$ cat src/rtl/sys_array_pkg.sv
// Shared types and sizing helpers for the systolic array sequencer.
package sys_array_pkg;

  typedef enum logic [1:0] {S_IDLE, S_LOAD_W, S_FEED, S_DONE} state_e;

  function automatic int row_w(input int max_rows);
    return (max_rows > 1) ? $clog2(max_rows) : 1;
  endfunction

  function automatic int cnt_w(input int max_rows);
    return $clog2(max_rows + 1);
  endfunction

  function automatic int addr_w(input int n);
    return (n > 1) ? $clog2(n) : 1;
  endfunction

  // Counter wide enough for the last feed step, M + 2N - 2.
  function automatic int t_w(input int n, input int max_rows);
    return $clog2(max_rows + 2 * n);
  endfunction

  function automatic int load_len(input int n);
    return n;
  endfunction

  function automatic int feed_len(input int n, input int m);
    return m + 2 * n - 1;
  endfunction

endpackage

$ cat src/rtl/sys_array_skew_gen.sv
// One skewed lane: enabled for OFFSET <= t < OFFSET+M, address is t-OFFSET.
module sys_array_skew_gen #(
  parameter int OFFSET = 0,
  parameter int T_W    = 5,
  parameter int CNT_W  = 5,
  parameter int ROW_W  = 4
) (
  input  logic [T_W-1:0]   t_i,
  input  logic [CNT_W-1:0] m_i,
  output logic             en_o,
  output logic [ROW_W-1:0] addr_o
);

  localparam int W = ((T_W > CNT_W) ? T_W : CNT_W) + 1;

  logic [W-1:0] tq, lo, hi;

  assign tq     = W'(t_i);
  assign lo     = W'(OFFSET);
  assign hi     = lo + W'(m_i);
  assign en_o   = (tq >= lo) && (tq < hi);
  assign addr_o = en_o ? ROW_W'(tq - lo) : '0;

endmodule

$ cat src/rtl/sys_array_ctrl.sv
// Weight-stationary systolic array sequencer: row-wise weight load, skewed input feed, result strobes.
// Optional SYS_ARRAY_CTRL_WEIGHT_REUSE_EN: reuse_weights_i on start skips the weight load.
module sys_array_ctrl
  import sys_array_pkg::*;
#(
  parameter  int ARRAY_SIZE = 4,
  parameter  int DATA_WIDTH = 8,
  parameter  int MAX_ROWS   = 16,
  localparam int ROW_W      = row_w(MAX_ROWS),
  localparam int CNT_W      = cnt_w(MAX_ROWS),
  localparam int WA_W       = addr_w(ARRAY_SIZE)
) (
  input  logic                        clk_i,
  input  logic                        reset_i,
  input  logic                        start_i,
  input  logic [CNT_W-1:0]            num_rows_i,
  input  logic                        reuse_weights_i,
  output logic                        busy_o,
  output logic                        done_o,
  output logic [ARRAY_SIZE-1:0]       weight_load_o,
  output logic [WA_W-1:0]             weight_rd_addr_o,
  output logic [ARRAY_SIZE-1:0]       in_row_en_o,
  output logic [ARRAY_SIZE*ROW_W-1:0] in_rd_addr_o,
  output logic [ARRAY_SIZE-1:0]       out_col_valid_o,
  output logic [ARRAY_SIZE*ROW_W-1:0] out_wr_addr_o
);

  localparam int T_W      = t_w(ARRAY_SIZE, MAX_ROWS);
  localparam int LOAD_LEN = load_len(ARRAY_SIZE);
  localparam int unused_data_w = DATA_WIDTH;

  state_e           state_q, state_d;
  logic [T_W-1:0]   cnt_q, cnt_d;
  logic [CNT_W-1:0] m_q, m_d;
  logic [T_W-1:0]   feed_last;
  logic             go_feed;

`ifdef SYS_ARRAY_CTRL_WEIGHT_REUSE_EN
  assign go_feed = reuse_weights_i;
`else
  logic unused_reuse;
  assign unused_reuse = reuse_weights_i;
  assign go_feed      = 1'b0;
`endif

  assign feed_last = T_W'(feed_len(ARRAY_SIZE, int'(m_q)) - 1);

  always_comb begin
    state_d = state_q;
    cnt_d   = cnt_q;
    m_d     = m_q;
    case (state_q)
      S_IDLE: if (start_i && (num_rows_i != '0)) begin
        m_d     = (num_rows_i > CNT_W'(MAX_ROWS)) ? CNT_W'(MAX_ROWS) : num_rows_i;
        cnt_d   = '0;
        state_d = go_feed ? S_FEED : S_LOAD_W;
      end
      S_LOAD_W: begin
        if (cnt_q == T_W'(LOAD_LEN - 1)) begin
          cnt_d   = '0;
          state_d = S_FEED;
        end else begin
          cnt_d = cnt_q + 1'b1;
        end
      end
      S_FEED: begin
        if (cnt_q == feed_last) begin
          cnt_d   = '0;
          state_d = S_DONE;
        end else begin
          cnt_d = cnt_q + 1'b1;
        end
      end
      default: state_d = S_IDLE;
    endcase
  end

  // Lane decode runs on next-state values so the registered outputs line up with the state.
  logic [ARRAY_SIZE-1:0]            in_en_raw, out_en_raw;
  logic [ARRAY_SIZE-1:0][ROW_W-1:0] in_addr_raw, out_addr_raw;
  logic                             feed_d, load_d;

  assign feed_d = (state_d == S_FEED);
  assign load_d = (state_d == S_LOAD_W);

  for (genvar i = 0; i < ARRAY_SIZE; i++) begin : g_lane
    sys_array_skew_gen #(.OFFSET(i), .T_W(T_W), .CNT_W(CNT_W), .ROW_W(ROW_W)) u_in (
      .t_i(cnt_d), .m_i(m_d), .en_o(in_en_raw[i]), .addr_o(in_addr_raw[i])
    );
    sys_array_skew_gen #(.OFFSET(ARRAY_SIZE + i), .T_W(T_W), .CNT_W(CNT_W), .ROW_W(ROW_W)) u_out (
      .t_i(cnt_d), .m_i(m_d), .en_o(out_en_raw[i]), .addr_o(out_addr_raw[i])
    );
  end

  always_ff @(posedge clk_i or posedge reset_i) begin
    if (reset_i) begin
      state_q          <= S_IDLE;
      cnt_q            <= '0;
      m_q              <= '0;
      busy_o           <= 1'b0;
      done_o           <= 1'b0;
      weight_load_o    <= '0;
      weight_rd_addr_o <= '0;
      in_row_en_o      <= '0;
      in_rd_addr_o     <= '0;
      out_col_valid_o  <= '0;
      out_wr_addr_o    <= '0;
    end else begin
      state_q          <= state_d;
      cnt_q            <= cnt_d;
      m_q              <= m_d;
      busy_o           <= (state_d != S_IDLE);
      done_o           <= (state_d == S_DONE);
      weight_load_o    <= load_d ? (ARRAY_SIZE'(1) << cnt_d) : '0;
      weight_rd_addr_o <= load_d ? WA_W'(cnt_d) : '0;
      in_row_en_o      <= feed_d ? in_en_raw : '0;
      in_rd_addr_o     <= feed_d ? in_addr_raw : '0;
      out_col_valid_o  <= feed_d ? out_en_raw : '0;
      out_wr_addr_o    <= feed_d ? out_addr_raw : '0;
    end
  end

endmodule

$ cat config.mk
export PLATFORM = sky130hd
export DESIGN_NAME = sys_array_ctrl
export DESIGN_NICKNAME = d
export VERILOG_FILES = /design/src/rtl/sys_array_pkg.sv /design/src/rtl/sys_array_skew_gen.sv /design/src/rtl/sys_array_ctrl.sv
export SDC_FILE = /design/constraint.sdc
export NUM_CORES = 1
export LEC_CHECK = 0
export CAP_MARGIN = 40
export CORE_AREA = 2 2 151 94
export CTS_BUF_LIST = sky130_fd_sc_hd__clkbuf_2 sky130_fd_sc_hd__clkbuf_4 sky130_fd_sc_hd__clkbuf_8
export DETAILED_ROUTE_END_ITERATION = 10
export DIE_AREA = 0 0 153 96
export PLACE_DENSITY = 0.5
export SYNTH_ARGS = -nofsm -noshare
export SYNTH_HDL_FRONTEND = slang
export SYNTH_SLANG_ARGS = --single-unit
$ cat constraint.sdc
create_clock -name clk_i -period 3.1 [get_ports clk_i]
set_input_delay 0.465 -clock clk_i [delete_from_list [all_inputs] [get_ports clk_i]]
set_output_delay 0.465 -clock clk_i [all_outputs]
set_load 0.02 [all_outputs]
==> out/qor.csv, run 1 <==
stage,metric,value,unit
drt,vias,3507,
drt,final routed DRC violation total,0,
global_route,largest net degree at the start of global routing,37,
sta,Worst-Margin Slew,0.526,ns
drt,WL/cell,16.9,microns
drt,drt pass-1 iters,4,
drt,vias per cell,4.80,
cells_and_area,sequential cell area,1500,sq um
global_route,GRT overflow,0,
logic_synthesis,synthesized area,3790,sq um
drt,routed wire length,12300,microns
power,pwr/cell area,1320,nW/um^2
sta,final hold violations,0,
logic_synthesis,ranking of synthesized cells by area,"dfrtp_1 (40%), ha_1 (13%), xnor2_1 (6.0%)",
cells_and_area,antenna fix cells,0,
place,Placer Congestion,0.881,
drt,max layer used,met4,
clock_network,"Clk pin slew, worst setup/hold paths",0.09,ns
logic_synthesis,flop and latch count out of synthesis,60,
clock_network,CTS tree,done,
drt,DR WL met3,708,microns
logic_synthesis,yosys warns,0,
sta,Worst Skew,0.0189,ns
setup_path,Crit. End Element,flip-flop,
sta,final worst slack,-0.0572,ns
cells_and_area,final cell utilization of the core,47.3,%
clock_network,Root Buffer Master,clkbuf_8,
sta,"Slew Viols, Final",0,
logic_synthesis,register area share after synthesis,39.6,%
setup_path,worst r2r dst,out_wr_addr_o[14],
logic_synthesis,syn nets,426,
die,Initial Util,28.4,%
die,die area,14700,sq um
run_status,outcome,finished with violations,
sta,Final setup viols,22,
sta,max frequency,0.317,GHz
logic_synthesis,top cell type's share of synthesized area,39.6,%
place,"worst slack, placed",-0.597,ns
power,P_leak,2.82,nW
setup_path,reg2reg start,cnt_q[3],
die,core area,13300,sq um
sta,Hold Slack,0.493,ns
drt,Detail Route Antenna Nets,0,
cells_and_area,area of the multi-input gates,2800,sq um
logic_synthesis,ys async rst share,100,%
place,DP Area,5360,sq um
drt,M1 WL,6380,microns
run_status,violations in the final reports,negative setup slack,
job,MaxCap Viol Count,0,
global_route,initial antenna violation count,0,
die,FP Rows,33,
global_route,vias in the first global route,3548,
min_path,Min-Delay Path Class,in2async,
power,Max IR drop VDD,0.450,mV
cells_and_area,post-route cell area,6300,sq um
cells_and_area,net count reported at finish,599,
cells_and_area,# fillers,1224,
logic_synthesis,Compound-Gate Fraction of Synth Area,17.8,%
logic_synthesis,Synth Area in XOR/XNOR,7.52,%
place,buffers added on ports,55,
logic_synthesis,number of flops mapped to enable cells by yosys,0,
drt,DRT iter0 DRCs,205,
sta,Final Cycle Share,102,%
setup_path,CP Class,reg2reg,
setup_path,crit path max fanout,5,
logic_synthesis,Netlist cell types,77,
place,hpwl dp,9240,microns
sta,Max-slew headroom,64.9,%
logic_synthesis,ys flop type,dfrtp_1,
setup_path,type of origin of the critical path,flip-flop,
setup_path,Reg2Reg Depth,14,
logic_synthesis,mean area per synthesized cell,10.1,sq um
sta,RSZ-0062 raised after global routing,true,
clock_network,Clock Path Buffers,2,
logic_synthesis,post-synthesis simple-gate area fraction,16.9,%
setup_path,Critical Path RT,3.33,ns
clock_network,TritonCTS buffer count,9,
drt,Met2 Wirelength,5120,microns
cells_and_area,layout cells sized above 1,47.0,%
logic_synthesis,Cells after Synth,377,
logic_synthesis,most area-hungry cell type in the Yosys netlist,dfrtp_1,
setup_path,Reg2Reg Setup Slack,-0.06,ns
global_route,GRT Resource Usage Total,17.1,%
sta,min cycle time layout,3.16,ns
logic_synthesis,adder-cell share of the synthesized area,13.2,%
clock_network,"Clk Latency, worst-skew pair",0.36,ns
global_route,first-pass GRT wire length,19200,microns
clock_network,H-tree Lvls,3,
clock_network,CTS Hold Bufs,0,
setup_path,critical path arrival,3.38,ns
logic_synthesis,multiplexer share of the synthesized area,0.627,%
die,Die Height,96,microns
die,die extent in x,153,microns
logic_synthesis,main combinational cell family by area after synthesis,compound AO/OA/AOI/OAI gates,
die,io pins,57,
clock_network,CTS sink cnt,60,
cells_and_area,synthesis-to-layout area growth,66.2,%
-- layer usage --
metal	up-vias	GRT usage (%)
met1	1703	25.6
li1	1687	-
met4	0	4.71
met3	15	3.83
met2	102	24.5
met5	-	0
-- cell type report --
| class | count | area share (%) |
|---|---|---|
| multi-input cells | 278 | 44.4 |
| clock buffers | 9 | 1.97 |
| flip-flops and latches | 60 | 23.8 |
| inverters | 32 | 2.04 |
| well taps | 175 | 3.47 |
| repair buffers | 169 | 23.1 |
| clock inverters | 7 | 1.19 |
-- placed cells by master (no fill, tap or decap), types with 3 or more instances in the layout --
cell             count
a21oi_1              8
a21oi_2              7
a22o_4               3
a31oi_1              6
and2_1               3
and3_1               3
buf_4              102
buf_6               11
clkbuf_8             9
clkdlybuf4s50_1     50
clkinv_2             3
dfrtp_1             59
dlygate4sd2_1        4
ha_1                17
ha_2                 4
ha_4                19
inv_1               15
inv_2               14
inv_6                3
nand2_1             22
nand2_2              3
nand2b_1             3
nand3_1              5
nor2_1              20
nor2_2              16
nor2_4               3
nor2b_1              3
nor3_1               4
nor3_2               7
o211ai_1             7
o21a_1               4
o21ai_0              8
or2_4                3
xnor2_1             22
xnor2_2              3
xor2_1               4
-- metrics by stage --
step | power (W) | instances | TNS [ns]
after floorplan | 0.00390 | 377 | -0.461
after global placement | 0.00595 | 704 | -19.16
after detailed placement | 0.00599 | 704 | -20.27
after CTS | 0.00736 | 726 | -0.0145
after global routing | 0.00890 | 730 | -4.06
final | 0.00830 | 730 | -0.621
-- state kept, by name, indices dropped and copies added (netlist names) --
name / cells
out_wr_addr_o: 16
done_o: 1
busy_o: 1
weight_load_o: 4
cnt_q: 5
weight_rd_addr_o: 2
out_col_valid_o: 4
m_q: 5
state_q: 2
in_rd_addr_o: 16
in_row_en_o: 4
-- Yosys cell counts, types with 2 or more instances --
master / number
a211oi_1: 2
a21o_1: 2
a21oi_1: 16
a221oi_1: 2
a22o_1: 2
a22oi_1: 2
a22oi_2: 2
a31o_2: 2
a31oi_1: 6
a41o_1: 2
and2_1: 4
and3_1: 3
buf_2: 2
buf_6: 2
clkbuf_1: 3
dfrtp_1: 60
ha_1: 40
inv_1: 26
inv_2: 4
nand2_1: 25
nand2b_1: 4
nand3_1: 7
nand3b_1: 2
nor2_1: 36
nor2_2: 3
nor2b_1: 4
nor3_1: 12
nor4_1: 2
o211ai_1: 7
o21a_1: 5
o21ai_0: 11
o221ai_1: 2
or2_2: 3
xnor2_1: 26
xor2_1: 4
-- critical path, cell delays in order, from the launching register on --
cell	delay (ns)
dfrtp_1	0.41
xnor3_1	0.45
nor4_4	0.33
buf_4	0.20
nand2_4	0.04
nand4b_1	0.18
nand3_4	0.19
buf_6	0.19
ha_4	0.25
a21oi_2	0.05
a21oi_2	0.16
a32oi_1	0.14
o211ai_1	0.19
buf_4	0.17
nor2_1	0.05
-- cells by family after synthesis --
family | count (synthesis)
AOI/OAI and AO/OA | 86
xor gates and xnor gates | 31
adders and majority gates | 40
buffers and inverters | 39
DFF | 60
muxes | 2
and+or+nand+nor | 119
-- repair_timing --
| item | 4_1_cts | 5_1_grt |
|---|---|---|
| endpoints found under the hold margin | 0 | 0 |
| endpoints found under the setup margin | 40 | 42 |
| gates resized for setup | 49 | 87 |
| cloned | 0 | 0 |
| pin swaps | 25 | 37 |
| buffers inserted | 6 | 4 |
-- power by group --
part	switching, W	total, W	internal [W]	leakage [nW]
combinational	0.00334	0.00647	0.00313	1.90
sequential	0.000127	0.00110	0.000977	0.813
clock	0.000350	0.000727	0.000376	0.104
-- how the worst max path moves through the flow --
stage,from,to,depth (start not counted)
detailed placement,num_rows_i[1],in_rd_addr_o[6],13
global placement,num_rows_i[1],in_rd_addr_o[6],14
global route,m_q[1],out_wr_addr_o[3],16
floorplan,num_rows_i[1],out_wr_addr_o[3],13
CTS,m_q[1],out_wr_addr_o[6],13
finish,cnt_q[3],out_wr_addr_o[14],14
Note: power is estimated with default switching activity, not from simulation.
==> run 2, diff against run 1 <==
--- a/config.mk
+++ b/config.mk
@@ -10,7 +10,8 @@
 export CTS_BUF_LIST = sky130_fd_sc_hd__clkbuf_2 sky130_fd_sc_hd__clkbuf_4 sky130_fd_sc_hd__clkbuf_8
 export DETAILED_ROUTE_END_ITERATION = 10
 export DIE_AREA = 0 0 153 96
-export PLACE_DENSITY = 0.5
+export GPL_ROUTABILITY_DRIVEN = 0
+export PLACE_DENSITY = 0.46
 export SYNTH_ARGS = -nofsm -noshare
 export SYNTH_HDL_FRONTEND = slang
 export SYNTH_SLANG_ARGS = --single-unit
==> run 2 against run 1 <==
Compared with the run above: clock power shrank 12%; via count down 0.54%; non-clock buffer count is 1 higher; wire length is 2.7% higher; clock skew down 0.0060 ns; cell area is 0.87% lower; highest routed layer unchanged; the run still ends with negative setup slack left; maximum frequency is essentially flat.
==> out/qor.csv, run 2 (synthesized netlist as in run 1, its figures left out) <==
stage,metric,value,unit,change
clock_network,CTS tree,done,,
global_route,first-pass GRT wire length,19200,microns,+0.36%
setup_path,number of cells on the critical path,16,,+2
setup_path,crit path cell chain,inv_2 -> ha_4 -> xnor3_1 -> nor4_4 -> buf_4 -> nand2_2 -> nand4b_1 -> nand3_4 -> buf_8 -> ha_4 -> a21oi_2 -> a21oi_2 -> a41oi_2 -> o211ai_1 -> buf_4 -> nor2_1,,
die,die area,14700,sq um,unchanged
place,hpwl dp,9370,microns,+1.4%
setup_path,Top delay family on crit path,simple AND/OR/NAND/NOR gates,,
global_route,GRT overflow,0,,unchanged
drt,DRT iter0 DRCs,266,,+30%
job,MaxCap Viol Count,0,,unchanged
clock_network,CTS sink cnt,60,,unchanged
cells_and_area,final cell utilization of the core,46.8,%,-0.41 points
sta,Final Cycle Share,102,%,about the same
sta,final setup TNS,-0.532,ns,+0.0893 ns
clock_network,"Clk pin slew, worst setup/hold paths",0.07,ns,-0.02 ns
cells_and_area,# fillers,1215,,-0.74%
setup_path,Reg2Reg Setup Slack,-0.06,ns,about the same
power,P_leak,2.81,nW,-0.30%
place,buffers added on ports,55,,unchanged
sta,final worst slack,-0.0597,ns,-0.00244 ns
sta,max frequency,0.316,GHz,about the same
cells_and_area,sequential cell area,1500,sq um,about the same
cells_and_area,biggest regs,"in_rd_addr_o: 16 flops, out_wr_addr_o: 16 flops",,
cells_and_area,area of the multi-input gates,2730,sq um,-2.4%
sta,Max-slew headroom,58.2,%,-6.6 points
sta,Worst Skew,0.0128,ns,-0.00604 ns
setup_path,Crit. End Element,flip-flop,,
drt,vias per cell,4.78,,-0.54%
cells_and_area,antenna fix cells,0,,unchanged
place,Cells after DPL,693,,-1.6%
sta,Final setup viols,17,,-23%
global_route,vias in the first global route,3433,,-3.2%
sta,min cycle time layout,3.16,ns,+0.00244 ns
setup_path,critical path arrival,3.39,ns,about the same
clock_network,Root Buffer Master,clkbuf_8,,
power,pwr/cell area,1330,nW/um^2,+0.74%
cells_and_area,"most common cell after layout, fill and taps aside",buf_4,,
setup_path,reg2reg start,m_q[1],,
global_route,largest net degree at the start of global routing,33,,-11%
die,io pins,57,,unchanged
sta,"Slew Viols, Final",0,,unchanged
clock_network,CTS Hold Bufs,0,,unchanged
cells_and_area,Layout Cells excl Fill,730,,unchanged
power,Max IR drop VDD,0.962,mV,+110%
drt,vias,3488,,-0.54%
die,FP Rows,33,,unchanged
min_path,Min-Delay Path Class,in2async,,
cells_and_area,layout cells sized above 1,45.4,%,-1.6 points
setup_path,worst r2r dst,out_wr_addr_o[14],,
clock_network,TritonCTS buffer count,9,,unchanged
cells_and_area,net count reported at finish,600,,+0.17%
sta,final hold violations,0,,unchanged
drt,WL/cell,17.3,microns,+2.7%
drt,drt pass-1 iters,4,,unchanged
clock_network,Clock Path Buffers,2,,unchanged
setup_path,critical path's slowest cell,dfrtp_1,,
cells_and_area,most frequent cells in the layout,"buf_4 (102), dfrtp_1 (58), clkdlybuf4s50_1 (51), nand2_1 (25), nor2_1 (24)",,
die,Initial Util,28.4,%,unchanged
power,Design Power,0.00829,W,-0.14%
die,core area,13300,sq um,unchanged
run_status,outcome,finished with violations,,
cells_and_area,synthesis-to-layout area growth,64.8,%,
clock_network,H-tree Lvls,3,,unchanged
setup_path,crit path max fanout,5,,unchanged
setup_path,Critical Path RT,3.33,ns,about the same
clock_network,"Clk Latency, worst-skew pair",0.35,ns,about the same
drt,final routed DRC violation total,0,,unchanged
setup_path,Reg2Reg Depth,16,,+2
setup_path,CP Class,reg2reg,,
sta,RSZ-0062 raised after global routing,true,,
drt,Detail Route Antenna Nets,0,,unchanged
die,Die Height,96,microns,unchanged
run_status,violations in the final reports,negative setup slack,,
global_route,GRT Resource Usage Total,17.2,%,+0.17 points
sta,Hold Slack,0.521,ns,+0.0280 ns
setup_path,CP Buf/Inv Count,4,,+1
global_route,initial antenna violation count,0,,unchanged
die,die extent in x,153,microns,unchanged
setup_path,type of origin of the critical path,flip-flop,,
drt,routed wire length,12700,microns,+2.7%
sta,Worst-Margin Slew,0.625,ns,+0.0991 ns
setup_path,max incr delay on CP,0.39,ns,-0.06 ns
## run 2: cell type report
| class | instances | share of cell area (%) |
|---|---|---|
| Multi-Input combinational cell | 278 | 43.7 |
| Sequential cell | 60 | 24.1 |
| Timing Repair Buffer | 170 | 23.9 |
| Tap cell | 175 | 3.50 |
| Clock buffer | 11 | 2.42 |
| Inverter | 32 | 2.06 |
| Clock inverter | 4 | 0.401 |
## run 2: how the worst max path moves through the flow
stage	slack [ns]	startpoint	end
CTS	-0.02	m_q[1]	in_rd_addr_o[14]
detailed placement	-0.58	num_rows_i[1]	in_rd_addr_o[6]
global route	-0.16	m_q[1]	in_rd_addr_o[9]
global placement	-0.54	num_rows_i[1]	in_rd_addr_o[7]
floorplan	-0.08	num_rows_i[1]	out_wr_addr_o[3]
finish	-0.06	m_q[1]	out_wr_addr_o[14]
## run 2: repair_timing
item / in CTS / in global routing
endpoints found under the setup margin: 44 / 44
buffers inserted: 7 / 15
pin swaps: 26 / 35
resized for setup: 37 / 84
hold endpoints to repair: 0 / 0
## run 2: power by group
part	total (W)	internal, W	switching (W)
Sequential	0.00111	0.000979	0.000127
Clock	0.000640	0.000326	0.000315
Combinational	0.00654	0.00322	0.00332
## run 2: per-layer routing
metal	vias up	wire length [microns]	global-route usage [%]
li1	1679	-	-
met5	-	0	0
met2	86	5180	23.7
met1	1714	6650	26.8
met4	0	123	4.55
met3	9	714	3.69
## run 2: worst register-to-register path, stage by stage (launching register included)
cell and delay (ns):
dfrtp_1 0.39, inv_2 0.11, ha_4 0.14, xnor3_1 0.26, nor4_4 0.36, buf_4 0.18
nand2_2 0.05, nand4b_1 0.16, nand3_4 0.15, buf_8 0.19, ha_4 0.26, a21oi_2 0.05
a21oi_2 0.15, a41oi_2 0.13, o211ai_1 0.24, buf_4 0.19, nor2_1 0.04
## run 2: through the flow
stage                     cell area (sq um)  worst slack (ns)
final                                  6250           -0.0597
after global routing                   6250            -0.161
after CTS                              5690           -0.0185
after detailed placement               5290            -0.583
after global placement                 5290            -0.543
after floorplan                        3840           -0.0755
